<file path="config.mk">
export PLATFORM = sky130hd
export DESIGN_NAME = serial_chunk_adder
export DESIGN_NICKNAME = d
export VERILOG_FILES = /design/src/rtl/serial_chunk_adder.sv
export SDC_FILE = /design/constraint.sdc
export NUM_CORES = 1
export LEC_CHECK = 0
export CAP_MARGIN = 5
export CORE_AREA = 2 2 101 93
export CTS_CLUSTER_SIZE = 28
export DETAILED_ROUTE_END_ITERATION = 16
export DIE_AREA = 0 0 103 95
export PLACE_DENSITY = 0.94
export SETUP_SLACK_MARGIN = 0.02
export SYNTH_ARGS = -nofsm -noshare
export SYNTH_HDL_FRONTEND = slang
export SYNTH_SLANG_ARGS = --single-unit
</file>
<file path="constraint.sdc">
create_clock -name clk -period 7 [get_ports clk]
set_clock_uncertainty 0.1 [all_clocks]
set_input_delay 1.05 -clock clk [delete_from_list [all_inputs] [get_ports clk]]
set_output_delay 1.05 -clock clk [all_outputs]
set_load 0.02 [all_outputs]
</file>
<file path="src/rtl/serial_chunk_adder.sv">
// Multi-cycle adder that sums WIDTH-bit operands DIGIT bits per clock through a ripple
// chunk, keeping the carry between chunks. Define SERIAL_CHUNK_ADDER_SUB_EN to add a subtract port.
module serial_chunk_adder #(
    parameter int WIDTH = 32,
    parameter int DIGIT = 4
) (
    input  logic             clk,
    input  logic             rst,
    input  logic             start,
    input  logic [WIDTH-1:0] a,
    input  logic [WIDTH-1:0] b,
    input  logic             cin,
`ifdef SERIAL_CHUNK_ADDER_SUB_EN
    input  logic             sub,
`endif
    output logic             busy,
    output logic             done,
    output logic [WIDTH-1:0] sum,
    output logic             cout,
    output logic             overflow
);

    localparam int N  = WIDTH / DIGIT;
    localparam int KW = (N > 1) ? $clog2(N) : 1;
    localparam logic [KW-1:0] LAST_K = KW'(N - 1);

    typedef enum logic [1:0] {
        IDLE,
        RUN,
        DONE
    } state_t;

    state_t           state;
    state_t           state_nx;
    logic [WIDTH-1:0] a_reg;
    logic [WIDTH-1:0] b_reg;
    logic [WIDTH-1:0] sum_reg;
    logic             carry_reg;
    logic [KW-1:0]    k;
    logic             cout_reg;
    logic             ovf_reg;
    logic             accept;
    logic             last_chunk;
    logic [WIDTH-1:0] b_in;
    logic             c_in;
    logic [DIGIT-1:0] chunk_sum;
    logic [DIGIT:0]   chain;

    // A start is honoured whenever no operation is in flight, including the DONE cycle.
    assign accept     = start && (state != RUN);
    assign last_chunk = (k == LAST_K);

`ifdef SERIAL_CHUNK_ADDER_SUB_EN
    assign b_in = sub ? ~b : b;
    assign c_in = sub ? 1'b1 : cin;
`else
    assign b_in = b;
    assign c_in = cin;
`endif

    // Operands shift down each RUN cycle, so the active chunk always sits in the low bits.
    assign chain[0] = carry_reg;
    for (genvar i = 0; i < DIGIT; i++) begin : g_fa
        assign chunk_sum[i] = a_reg[i] ^ b_reg[i] ^ chain[i];
        assign chain[i+1]   = (a_reg[i] & b_reg[i]) | (chain[i] & (a_reg[i] ^ b_reg[i]));
    end

    always_ff @(posedge clk) begin
        if (rst) begin
            state <= IDLE;
        end else begin
            state <= state_nx;
        end
    end

    always_comb begin
        state_nx = state;
        case (state)
            IDLE: begin
                if (start) begin
                    state_nx = RUN;
                end
            end
            RUN: begin
                if (last_chunk) begin
                    state_nx = DONE;
                end
            end
            DONE: begin
                state_nx = start ? RUN : IDLE;
            end
            default: begin
                state_nx = IDLE;
            end
        endcase
    end

    always_ff @(posedge clk) begin
        if (rst) begin
            a_reg     <= '0;
            b_reg     <= '0;
            sum_reg   <= '0;
            carry_reg <= 1'b0;
            k         <= '0;
            cout_reg  <= 1'b0;
            ovf_reg   <= 1'b0;
        end else if (accept) begin
            a_reg     <= a;
            b_reg     <= b_in;
            carry_reg <= c_in;
            k         <= '0;
        end else if (state == RUN) begin
            sum_reg[int'(k) * DIGIT +: DIGIT] <= chunk_sum;
            a_reg     <= a_reg >> DIGIT;
            b_reg     <= b_reg >> DIGIT;
            carry_reg <= chain[DIGIT];
            k         <= k + KW'(1);
            // Carry into the MSB is the ripple carry entering the top cell of the final chunk.
            if (last_chunk) begin
                cout_reg <= chain[DIGIT];
                ovf_reg  <= chain[DIGIT] ^ chain[DIGIT-1];
            end
        end
    end

    assign busy     = (state == RUN);
    assign done     = (state == DONE);
    assign sum      = sum_reg;
    assign cout     = cout_reg;
    assign overflow = ovf_reg;

endmodule
</file>
==> impl_metrics.env <==
export IMPL_run_status="complete, no violations"
export IMPL_n_antenna_cell=0
export IMPL_layout_setup_ws_ps=3130
export IMPL_vias=3708
export IMPL_tightestPinTransition_ps=1150
export IMPL_required_ps=5850
export IMPL_routed_wl_mm=10.2
export IMPL_first_pass_iters=4
export IMPL_cts_resized=0
export IMPL_drt_iter0_drc=134
export IMPL_worst_setup_path_end_kind="output pin"
export IMPL_fp_row_count=33
export IMPL_critical_path_class="reg2out"
export IMPL_drc_errors=0
export IMPL_avgSynthCellArea_um2=9.76
export IMPL_yosys_warnings=0
export IMPL_htree_levels=3
export IMPL_r2r_cells=5
export IMPL_drive_gt1_frac=0.0395
export IMPL_critical_path_arrival_ps=2720
export IMPL_period_share=0.554
export IMPL_nFillCells=734
export IMPL_grt_pass1_wl_mm=16.8
export IMPL_cap_violations=0
export IMPL_synth_top_family_by_area="multiplexers"
export IMPL_synth_xor_area_share=0.00189
export IMPL_numCtsBuffers=9
export IMPL_grt_pass1_vias=3648
export IMPL_cp_start_kind="register"
export IMPL_setup_viol=0
export IMPL_rrSetupSlack_ps=4200
export IMPL_path_max_fanout=120
export IMPL_antenna_found_initial=0
export IMPL_hold_start="overflow"
export IMPL_io_pins=104
export IMPL_grt_max_degree=121
export IMPL_die_w_um=103
export IMPL_r2r_end="sum[1]"
export IMPL_worstReg2RegStart="k[0]"
export IMPL_cts_path_max_buffers=2
export IMPL_hold_buffers=0
export IMPL_muxShareOfSynthArea=0.210
export IMPL_area_growth_pct=26.7
export IMPL_io_buffers=103
export IMPL_leakage_nw=2.38
export IMPL_multi_input_area_mm2=0.00236
export IMPL_initial_utilization=0.524
export IMPL_drv_slew=0
export IMPL_worstHoldPathCells=2
export IMPL_relSlewSlack=0.236
export IMPL_ant_nets=0
export IMPL_synth_seq_cells=104
export IMPL_synth_nets=553
export IMPL_place_gp_congestion=0.760
export IMPL_clock_sinks=104
export IMPL_hold_class="reg2reg"
export IMPL_syn_area_mm2=0.00463
export IMPL_hold_violations=0
export IMPL_root_buffer="clkbuf_8"
export IMPL_rsz0062_at_grt="false"
export IMPL_netlist_instances=474
export IMPL_power_density_mw_per_mm2=207
export IMPL_post_cts_buffers=0
export IMPL_die_height_um=95
export IMPL_hpwl_mm=7.18
export IMPL_avgViaCountPerCell=5.46
export IMPL_tns_ps=0
export IMPL_min_to="overflow"
export IMPL_layout_min_cycle_time_ps=3870
export IMPL_gr_total_overflow=0
export IMPL_nets=631
export IMPL_grtUsageTotal=0.217
export IMPL_cts_tree="built"
export IMPL_clk_pin_slew_ps=90
export IMPL_ir_drop_mv=0.133
export IMPL_clock_latency_ps=360
export IMPL_yosys_area_share_adder=0.0362
export IMPL_synth_cell_type_count=27
export IMPL_core_area_mm2=0.00884
export IMPL_dp_slack_ps=3540
export IMPL_regArea_mm2=0.00208
export IMPL_synthSimpleGateAreaFrac=0.160
export IMPL_synth_compound_area_frac=0.0998
export IMPL_die_area_mm2=0.00979
export IMPL_routedWlPerCell_um=15.0
export IMPL_yosysSeqAreaShare=0.450
export IMPL_fmax_mhz=258
## Yosys cell counts
master	instances	area [um^2]
or4b_4	1	13.8
nand4_1	2	12.5
nand4b_1	3	26.3
xor2_1	1	8.76
nand3_1	8	40.0
inv_1	12	45.0
or2_2	2	12.5
nor2b_1	3	18.8
clkbuf_1	22	82.6
buf_6	1	11.3
dfxtp_1	104	2080
or4b_1	1	10.0
buf_2	3	15.0
buf_1	11	41.3
a211oi_1	57	428
ha_1	7	87.6
nor3_1	6	30.0
a2bb2oi_1	1	8.76
nor4b_2	1	15.0
a21oi_1	5	25.0
nor2_1	69	259
or3_1	4	25.0
mux2i_1	97	971
fa_1	4	80.1
nand2b_1	36	225
nand2_1	12	45.0
nand3b_1	1	7.51
## area by class of cell
cell class	instances	share of cell area
multi-input combinational	321	0.402
sequential	104	0.355
timing repair buffer	104	0.176
tap	122	0.0260
clock buffer	11	0.0224
clock inverter	5	0.0107
inverter	12	0.00768
## kinds of logic (layout without fill, tap and decap cells)
logic type,count (synthesis),after routing
xor+xnor,1,1
compound gates,63,63
fa+ha+maj,11,11
simple gates,149,149
buf+inv,49,132
mux,97,97
flops,104,104
## placed cells by master, fill, tap and decap left out
cell / instances
a211oi_1: 57
a21oi_1: 5
a2bb2oi_1: 1
buf_2: 1
buf_4: 2
bufinv_16: 1
clkbuf_1: 2
clkbuf_8: 9
clkdlybuf4s50_1: 101
clkinvlp_4: 2
dfxtp_1: 104
fa_1: 4
ha_1: 7
inv_1: 12
inv_6: 2
mux2i_1: 97
nand2_1: 12
nand2b_1: 35
nand2b_4: 1
nand3_1: 8
nand3b_1: 1
nand4_1: 2
nand4b_1: 3
nor2_1: 69
nor2b_1: 3
nor3_1: 6
nor4b_2: 1
or2_2: 2
or3_1: 4
or4b_1: 1
or4b_4: 1
xor2_1: 1
## per-stage QoR
| step | utilization | std cells | total power [mW] | hold slack (ps) | instance area, um^2 |
|---|---|---|---|---|---|
| global route | 0.663 | 679 | 1.26 | 386 | 5860 |
| finish | 0.663 | 679 | 1.21 | 360 | 5860 |
| global placement | 0.641 | 663 | 0.844 | 348 | 5670 |
| floorplan | - | 474 | 0.783 | 361 | 4630 |
| detailed placement | 0.641 | 663 | 0.852 | 354 | 5670 |
| CTS | 0.663 | 679 | 1.22 | 364 | 5860 |
## metal layers
layer	vias to the layer above	routed length, um	global-route usage
li1	1815	-	-
met1	1756	4300	0.256
met2	117	5090	0.373
met3	20	589	0.0733
met4	0	203	0.0669
met5	-	0	0
## worst max-delay path by stage
stage,cells past startpoint,end,slack [ps],start
floorplan,7,sum[0],4590,k[0]
global placement,3,busy,3610,state[1]
detailed placement,3,busy,3540,state[1]
CTS,3,busy,3130,state[1]
global route,3,busy,2920,state[1]
finish,3,busy,3130,state[1]
## worst max-delay path, cell delays in order, from the launching register on
cell and delay [ps]:
dfxtp_1 370, nand2b_4 910, inv_1 420, clkdlybuf4s50_1 660
## report_power, final
part,total (mW),switching [mW],internal [mW],leakage (nW)
clock,0.371,0.202,0.168,0.0906
sequential,0.653,0.0237,0.629,0.853
combinational,0.188,0.0918,0.0960,1.44
total,1.21,0.318,0.893,2.38
(Power assumes the default switching activity.)
